$ cat src/rtl/tomasula_types.sv
// tomasula_types: shared result-bus types and widths for the Tomasulo core
package tomasula_types;

    localparam int ROB_TAG_W = 3;
    localparam int CDB_W     = 32;

    typedef logic [CDB_W-1:0] cdb_data;

    typedef struct packed {
        logic                 valid;
        logic [ROB_TAG_W-1:0] tag;
        cdb_data              data;
    } cdb_word;

endpackage

$ cat src/rtl/cdb_arbiter_rr_picker.sv
// rr_picker: combinational round-robin picker, first set request at or after start wins
module rr_picker #(
    parameter int N  = 4,
    parameter int IW = $clog2(N)
) (
    input  logic [N-1:0]  req,
    input  logic [IW-1:0] start,
    output logic [N-1:0]  grant,
    output logic [IW-1:0] idx
);

    logic [IW-1:0] j;

    // scan farthest-from-start first so the nearest requester overwrites the result
    always_comb begin
        grant = '0;
        idx   = '0;
        j     = '0;
        for (int k = N - 1; k >= 0; k--) begin
            j = IW'((int'(start) + k) % N);
            if (req[j]) begin
                grant    = '0;
                grant[j] = 1'b1;
                idx      = j;
            end
        end
    end

endmodule

$ cat src/rtl/cdb_arbiter.sv
// cdb_arbiter: round-robin owner of the common data bus, one registered broadcast per cycle
module cdb_arbiter
    import tomasula_types::*;
#(
    parameter int NUM_REQ = 4,
    parameter int TAG_W   = ROB_TAG_W,
    parameter int DATA_W  = CDB_W
) (
    input  logic                      clk,
    input  logic                      rst,
    input  logic                      flush,
    input  logic [NUM_REQ-1:0]        req_valid,
    input  logic [NUM_REQ*TAG_W-1:0]  req_tag,
    input  logic [NUM_REQ*DATA_W-1:0] req_data,
    output logic [NUM_REQ-1:0]        req_ready,
    output logic                      cdb_valid,
    output logic [TAG_W-1:0]          cdb_tag,
    output logic [DATA_W-1:0]         cdb_out
);

    localparam int PW = $clog2(NUM_REQ);

    logic [PW-1:0]      rr_ptr;
    logic [NUM_REQ-1:0] grant;
    logic [PW-1:0]      idx;
    logic               xfer;

    rr_picker #(.N(NUM_REQ), .IW(PW)) u_pick (
        .req   (req_valid),
        .start (rr_ptr),
        .grant (grant),
        .idx   (idx)
    );

    // grant is suppressed during reset and flush so nothing transfers in those cycles
    always_comb begin
        req_ready = (rst && !flush) ? grant : '0;
        xfer      = |req_ready;
    end

    // broadcast register and pointer advance; tag/data hold when idle
    always_ff @(posedge clk) begin
        if (!rst) begin
            cdb_valid <= 1'b0;
            cdb_tag   <= '0;
            cdb_out   <= '0;
            rr_ptr    <= '0;
        end else begin
            cdb_valid <= xfer;
            if (xfer) begin
                cdb_tag <= req_tag[idx*TAG_W +: TAG_W];
                cdb_out <= req_data[idx*DATA_W +: DATA_W];
                rr_ptr  <= (idx == PW'(NUM_REQ - 1)) ? '0 : idx + 1'b1;
            end
        end
    end

endmodule

$ cat config.mk
export PLATFORM = sky130hd
export DESIGN_NAME = cdb_arbiter
export DESIGN_NICKNAME = d
export VERILOG_FILES = /design/src/rtl/tomasula_types.sv /design/src/rtl/cdb_arbiter_rr_picker.sv /design/src/rtl/cdb_arbiter.sv
export SDC_FILE = /design/constraint.sdc
export NUM_CORES = 1
export LEC_CHECK = 0
export ABC_AREA = 1
export CORE_ASPECT_RATIO = 0.5
export CORE_MARGIN = 2
export CORE_UTILIZATION = 37
export CTS_CLUSTER_DIAMETER = 60
export DETAILED_ROUTE_END_ITERATION = 10
export PLACE_DENSITY = 0.86
export SYNTH_ARGS = -nofsm -noshare
export SYNTH_HDL_FRONTEND = slang
export SYNTH_SLANG_ARGS = --single-unit
$ cat constraint.sdc
create_clock -name clk -period 2.5 [get_ports clk]
set_clock_uncertainty 0.15 [all_clocks]
set_input_delay 0.25 -clock clk [delete_from_list [all_inputs] [get_ports clk]]
set_output_delay 0.25 -clock clk [all_outputs]
set_load 0.01 [all_outputs]
==> results of run 1 <==
[cell type report]
cell class,instances,share of cell area (%)
Clock buffer,7,2.34
Clock inverter,1,0.0821
Inverter,162,10.0
Multi-Input combinational cell,467,35.9
Sequential cell,38,12.5
Tap cell,135,2.77
Timing Repair Buffer,214,36.4
[repair_timing]
| action | 4_1_cts | 5_1_grt |
|---|---|---|
| pin swaps | 0 | 1 |
| endpoints found under the setup margin | 36 | 40 |
| setup buffers | 0 | 4 |
| gates cloned | 0 | 3 |
| resized for setup | 8 | 19 |
[registers in the layout, indices dropped and copies added, names as in the netlist]
register   count
cdb_valid      1
cdb_out       32
cdb_tag        3
rr_ptr         2
[power by group]
part / switching [mW] / internal (mW)
clock: 0.256 / 0.396
combinational: 3.01 / 2.31
sequential: 0.106 / 0.825
total: 3.37 / 3.53
[metal layers]
layer / wire length [microns] / vias to the layer above
met3: 674 / 35
li1: - / 2460
met5: 0 / -
met4: 424 / 0
met2: 6480 / 178
met1: 5490 / 2137
[final timing paths]
path	end	startpoint	depth (start not counted)
max	req_ready[2]	rr_ptr[1]	11
min	cdb_out[21]	cdb_out[21]	4
max reg2reg	cdb_out[28]	rr_ptr[0]	16
min reg2reg	cdb_out[21]	cdb_out[21]	4
[per-stage QoR]
step	utilization [%]	setup WS (ns)	TNS [ns]
finish	63.0	0.133	0
global route	63.0	0.00777	0
CTS	61.3	0.00996	0
detailed placement	59.7	-0.161	-3.18
global placement	59.7	-0.0198	-0.0984
floorplan	-	0.185	0
[cells in the mapped netlist, drive strengths merged]
cell and instances:
nand3b 35, ha 7, nor2 84, nand2 209, clkbuf 11, inv 162
buf 29, nand3 122, a21oi 7, dfxtp 38, o21ai 2, xor2 1
[cell families after synthesis]
logic type / count (synthesis)
buffers and inverters: 202
XOR/XNOR: 1
adder cells (fa/ha/maj): 7
flip-flops: 38
AND/OR/NAND/NOR: 450
AO/OA/AOI/OAI: 9
[worst reg2reg max path: stages (launching register included)]
cell       delay [ns]
dfxtp_2          0.35
inv_4            0.04
ha_4             0.24
inv_1            0.09
nand3_2          0.10
nand2_2          0.11
buf_6            0.15
nor2_1           0.05
nand2_1          0.07
nand3_1          0.07
nand2_1          0.09
nand2_2          0.10
nor2_8           0.15
buf_8            0.15
clkbuf_16        0.18
nor2_1           0.05
nor2_1           0.11
==> metrics.md, run 1 <==
| Metric | Value |
|---|---|
| NumNets Final | 1042 |
| Iter 0 DRT Violations | 262 |
| Post-synth top area cell | nand2_1 |
| H-tree depth | 2 |
| Cell Count, Final, Fillers Out | 1024 |
| Tcrit/Tclk final | 94.7% |
| # diodes | 0 |
| Post-Synth Simple-Gate Area | 53.2% |
| Measured slew at the worst slew-check pin | 0.421 ns |
| #FFs+latches synth | 38 |
| VDD IR-drop max | 708 uV |
| Clock slew at reported path FFs | 0.06 ns |
| Finish-stage setup viols | 0 |
| Final Hold Vio Count | 0 |
| Crit start category | register |
| Largest family of logic cells by synthesized area | simple AND/OR/NAND/NOR gates |
| CTS sink count | 38 |
| Layout cells sized above 1 | 6.52% |
| Worst hold margin | 0.359 ns |
| TritonCTS Buffers | 5 |
| Cell area after placement | 0.00577 sq mm |
| Met2 Usage GRT | 42.6% |
| DRC | 0 |
| Rel. slew slack | 71.9% |
| Sequential cell area fraction in the yosys report | 20.2% |
| Die H | 75.4 microns |
| Synthesis Warnings | 0 |
| Commonest non-fill, non-tap cell in the layout | nand2_1 |
| CP cell instances | inv_1 > ha_4 > inv_1 > nand3_2 > nand2_2 > buf_6 > a21oi_1 > nand3_1 > nand2_2 > inv_1 > dlygate4sd2_1 |
| R2R Setup Slk | 0.18 ns |
| Routability cong. | 0.875 |
| WL/cell | 12.8 microns |
| XOR/XNOR Fraction of Synth Area | 0.232% |
| DIE AREA | 0.0111 sq mm |
| Drt total wl | 13100 microns |
| Vias in the first global route | 4562 |
| TritonCTS clock tree | yes |
| Multi-input logic area | 0.00219 sq mm |
| Critical path class | reg -> out |
| Max Freq | 423 MHz |
| Main area contributors after synthesis | nand2_1 20%, dfxtp_1 20%, nand3_1 16% |
| Max_cap viols | 0 |
| Hold Buf Count CTS | 0 |
| CP endpoint kind | output pin |
| Total track usage | 22.7% |
| Initial Util | 39.0% |
| TritonRoute pass-1 iters | 5 |
| Die width | 147 microns |
| Fin crit period | 2.37 ns |
| GRT Residual Overflow | 0 |
| Area grow syn2layout | 61.7% |
| Detail Placement HPWL | 9440 microns |
| Slowest CP cell | dfxtp_1 |
| Pleak | 3.26 nW |
| Clk buf depth | 2 |
| Largest net degree at the start of global routing | 71 |
| Synth top area share | 20.2% |
| Fin area | 0.00609 sq mm |
| Area fraction in compound gates after synthesis | 1.20% |
| Buffers on Ports | 186 |
| Root Buffer | clkbuf_16 |
| Power density cells | 1130 mW/mm^2 |
| Worst path bufs/invs | 5 |
| DR vias/cell | 4.70 |
| Total power | 6.90 mW |
| Filler cells | 870 |
| Cells after Synth | 707 |
| DR vias | 4810 |
| Run status | complete, no violations |
| Io pins | 187 |
| Skew-Pair Late Insertion Delay | 0.28 ns |
| Unrepaired setup endpoints after global routing | no |
| Synth Area in Adders | 2.32% |
| Crit path DAT | 1.97 ns |
| M3 GR Usage | 3.59% |
| First-pass GRT wire length | 20400 microns |
| Max-slew violation count | 0 |
| Reg area | 762 sq um |
| Net Count, Synth | 861 |
| Commonest non-fill, non-tap cells in the layout | 199 x nand2_1, 182 x clkdlybuf4s50_1, 159 x inv_1, 121 x nand3_1, 81 x nor2_1 |
| Antenna Nets Post-Route | 0 |
| Placed cells | 1009 |
| GRT busiest layer | met2 |
| Most common cell on crit path | inv_1 |
| Site row count | 25 |
| Synthesized cell area | 0.00377 sq mm |
| Req. time, crit path | 2.10 ns |
| Multiplexer share of the synthesized area | 0% |
| Core footprint | 0.00967 sq mm |
| CP max stage delay | 0.32 ns |
| Worst Path Max Fanout | 9 |
| Antenna violations before repair | 0 |
| Worst Hold Class | reg -> reg |
| Family with the most delay on the worst path | buffers and inverters |
| Mean Syn Cell Area | 5.33 sq um |
| Netlist cell types | 19 |
| Met1 GRT Util | 27.0% |
Power figures use the tool's default switching activity.
==> inputs of run 2 (changes only) <==
- CAP_MARGIN: default -> 20
- REMOVE_ABC_BUFFERS: default -> 1
==> run 2 against run 1 <==
Compared with the run above:
- hold slack gained 0.0040 ns
- worst setup slack gained 0.0058 ns
- highest routed layer unchanged
- register-to-register slack lost 0.04 ns
- clock power shrank 2%
- first-iteration DRC count grew 6.9%
==> metrics.md, run 2 (same netlist as run 1, synthesis figures left out) <==
| Metric | Value |
|---|---|
| TritonCTS Buffers | 5 |
| Io pins | 187 |
| Final Hold Vio Count | 0 |
| Antenna violations before repair | 0 |
| Clock slew at reported path FFs | 0.06 ns |
| Crit path DAT | 2.38 ns |
| Crit start category | register |
| DRC | 0 |
| First-pass GRT wire length | 20000 microns |
| Skew-Pair Late Insertion Delay | 0.28 ns |
| Tcrit/Tclk final | 94.4% |
| Critical path class | reg -> reg |
| GRT Residual Overflow | 0 |
| Drt total wl | 13300 microns |
| Rel. slew slack | 71.9% |
| Fin crit period | 2.36 ns |
| DR vias/cell | 4.72 |
| Slowest CP cell | dfxtp_1 |
| Sw Share | 50.2% |
| Internal power | 3.40 mW |
| Placed cells | 1007 |
| Total setup buffers inserted after CTS | 0 |
| M3 GR Usage | 3.89% |
| Max Freq | 424 MHz |
| Max-slew violation count | 0 |
| Max_cap viols | 0 |
| CTS sink count | 38 |
| Site row count | 25 |
| Met2 Usage GRT | 43.2% |
| Largest net degree at the start of global routing | 71 |
| Vias in the first global route | 4555 |
| # diodes | 0 |
| Finish-stage setup viols | 0 |
| Measured slew at the worst slew-check pin | 0.421 ns |
| Cell area after placement | 0.00576 sq mm |
| Detail Placement HPWL | 9520 microns |
| Comb pwr share | 77.0% |
| Initial Util | 39.0% |
| Routability cong. | 0.795 |
| Die width | 147 microns |
| Pleak | 3.24 nW |
| Seq pwr share | 13.6% |
| TritonCTS clock tree | yes |
| CP max stage delay | 0.33 ns |
| DR vias | 4807 |
| Area grow syn2layout | 60.5% |
| DIE AREA | 0.0111 sq mm |
| Met1 GRT Util | 24.0% |
| Core footprint | 0.00967 sq mm |
| Power density cells | 1130 mW/mm^2 |
| Fin area | 0.00605 sq mm |
| Power share of the clock group | 9.4% |
| NumNets Final | 1037 |
| Run status | complete, no violations |
| TritonRoute pass-1 iters | 5 |
| WL/cell | 13.0 microns |
| CP endpoint kind | register |
| Reg with most FFs | cdb_out |
| Setup TNS | 0 ns |
| Req. time, crit path | 2.52 ns |
| VDD IR-drop max | 727 uV |
| Hold Buf Count CTS | 0 |
| Buffers on Ports | 186 |
| Worst Hold Class | reg -> reg |
| H-tree depth | 2 |
| GRT busiest layer | met2 |
| Switch Pwr | 3.43 mW |
| Final setup margin | 0.139 ns |
| Antenna Nets Post-Route | 0 |
| Commonest non-fill, non-tap cells in the layout | 199 x nand2_1, 182 x clkdlybuf4s50_1, 157 x inv_1, 120 x nand3_1, 81 x nor2_1 |
| CP cell instances | inv_1 > ha_4 > nand3_2 > nand2_4 > inv_2 > nand3_1 > nand3_1 > nand2_2 > buf_4 > nand2_2 > nor2_8 > buf_12 > nand2_1 > nand2_1 > nor2_1 |
| Die H | 75.4 microns |
| Pre-CTS setup slack | -0.144 ns |
| Layout cells sized above 1 | 6.00% |
| Commonest non-fill, non-tap cell in the layout | nand2_1 |
| Iter 0 DRT Violations | 280 |
| Cell Count, Final, Fillers Out | 1019 |
| Top flop regs | cdb_out: 32 flops, cdb_tag: 3 flops, rr_ptr: 2 flops |
| Clk buf depth | 2 |
| Root Buffer | clkbuf_16 |
| Worst Path Max Fanout | 27 |
| Max reg flops | 32 |
| Total track usage | 22.1% |
run 2: cell types whose count changed in the layout (fill, tap and decap cells not counted), sizes merged:
| cell | change |
|---|---|
| nand2 | +1 |
| dlygate4sd2 | +1 |
| dlymetal6s2s | +1 |
| clkbuf | -2 |
| buf | -6 |
run 2: metal layers:
metal / share of wire (%) / routed length, microns
met1: 40 / 5340
met2: 52 / 6870
met3: 3.2 / 427
met4: 4.9 / 651
met5: 0 / 0
run 2: final timing paths:
path / from / endpoint / slack (ns) / cells past startpoint
worst max register to register: rr_ptr[1] / cdb_out[18] / 0.14 / 15
worst min-delay path: cdb_out[3] / cdb_out[3] / 0.36 / 4
worst min register to register: cdb_out[3] / cdb_out[3] / 0.36 / 4
worst max-delay path: rr_ptr[1] / cdb_out[18] / 0.14 / 15
run 2: worst max-delay path, delay by kind of cell (launching register included):
kind	cells	cell delay [ns]
adders and majority gates	1	0.29
buffers and inverters	4	0.45
DFF	1	0.33
and+or+nand+nor	10	1.03
run 2: final cells by class:
| class | instances | area [sq um] |
|---|---|---|
| fill | 853 | 3620 |
| timing repair buffer | 208 | 2140 |
| clock buffer | 7 | 143 |
| sequential | 38 | 762 |
| multi-input combinational | 468 | 2220 |
| clock inverter | 1 | 5.00 |
| inverter | 162 | 611 |
| tap | 135 | 169 |
run 2: stage by stage:
step           hold WS [ns]  power, mW  utilization, %
3_5_place_dp          0.354       5.81            59.5
2_1_floorplan         0.220       3.93               -
6_report              0.363       6.83            62.6
3_3_place_gp          0.346       5.64            59.5
4_1_cts               0.362       6.50            61.2
5_1_grt               0.380       7.48            62.6
run 2: power by group through the flow:
stage | sequential (mW) | combinational [mW] | clock, mW
floorplan | 1.04 | 2.89 | 0
global placement | 0.926 | 4.71 | 0
detailed placement | 0.938 | 4.87 | 0
CTS | 0.929 | 4.92 | 0.652
global route | 0.948 | 5.85 | 0.680
finish | 0.929 | 5.26 | 0.640
run 2: repair_timing:
| action | 4_1_cts | 5_1_grt |
|---|---|---|
| cloned | 0 | 4 |
| setup endpoints to repair | 40 | 41 |
| resized for setup | 8 | 12 |
| pin swaps | 0 | 2 |
==> inputs of run 3 (changes only) <==
- REMOVE_ABC_BUFFERS: 1 -> default
==> results of run 3 <==
The final DEF is identical to that of run 1; final timing and power are the same.
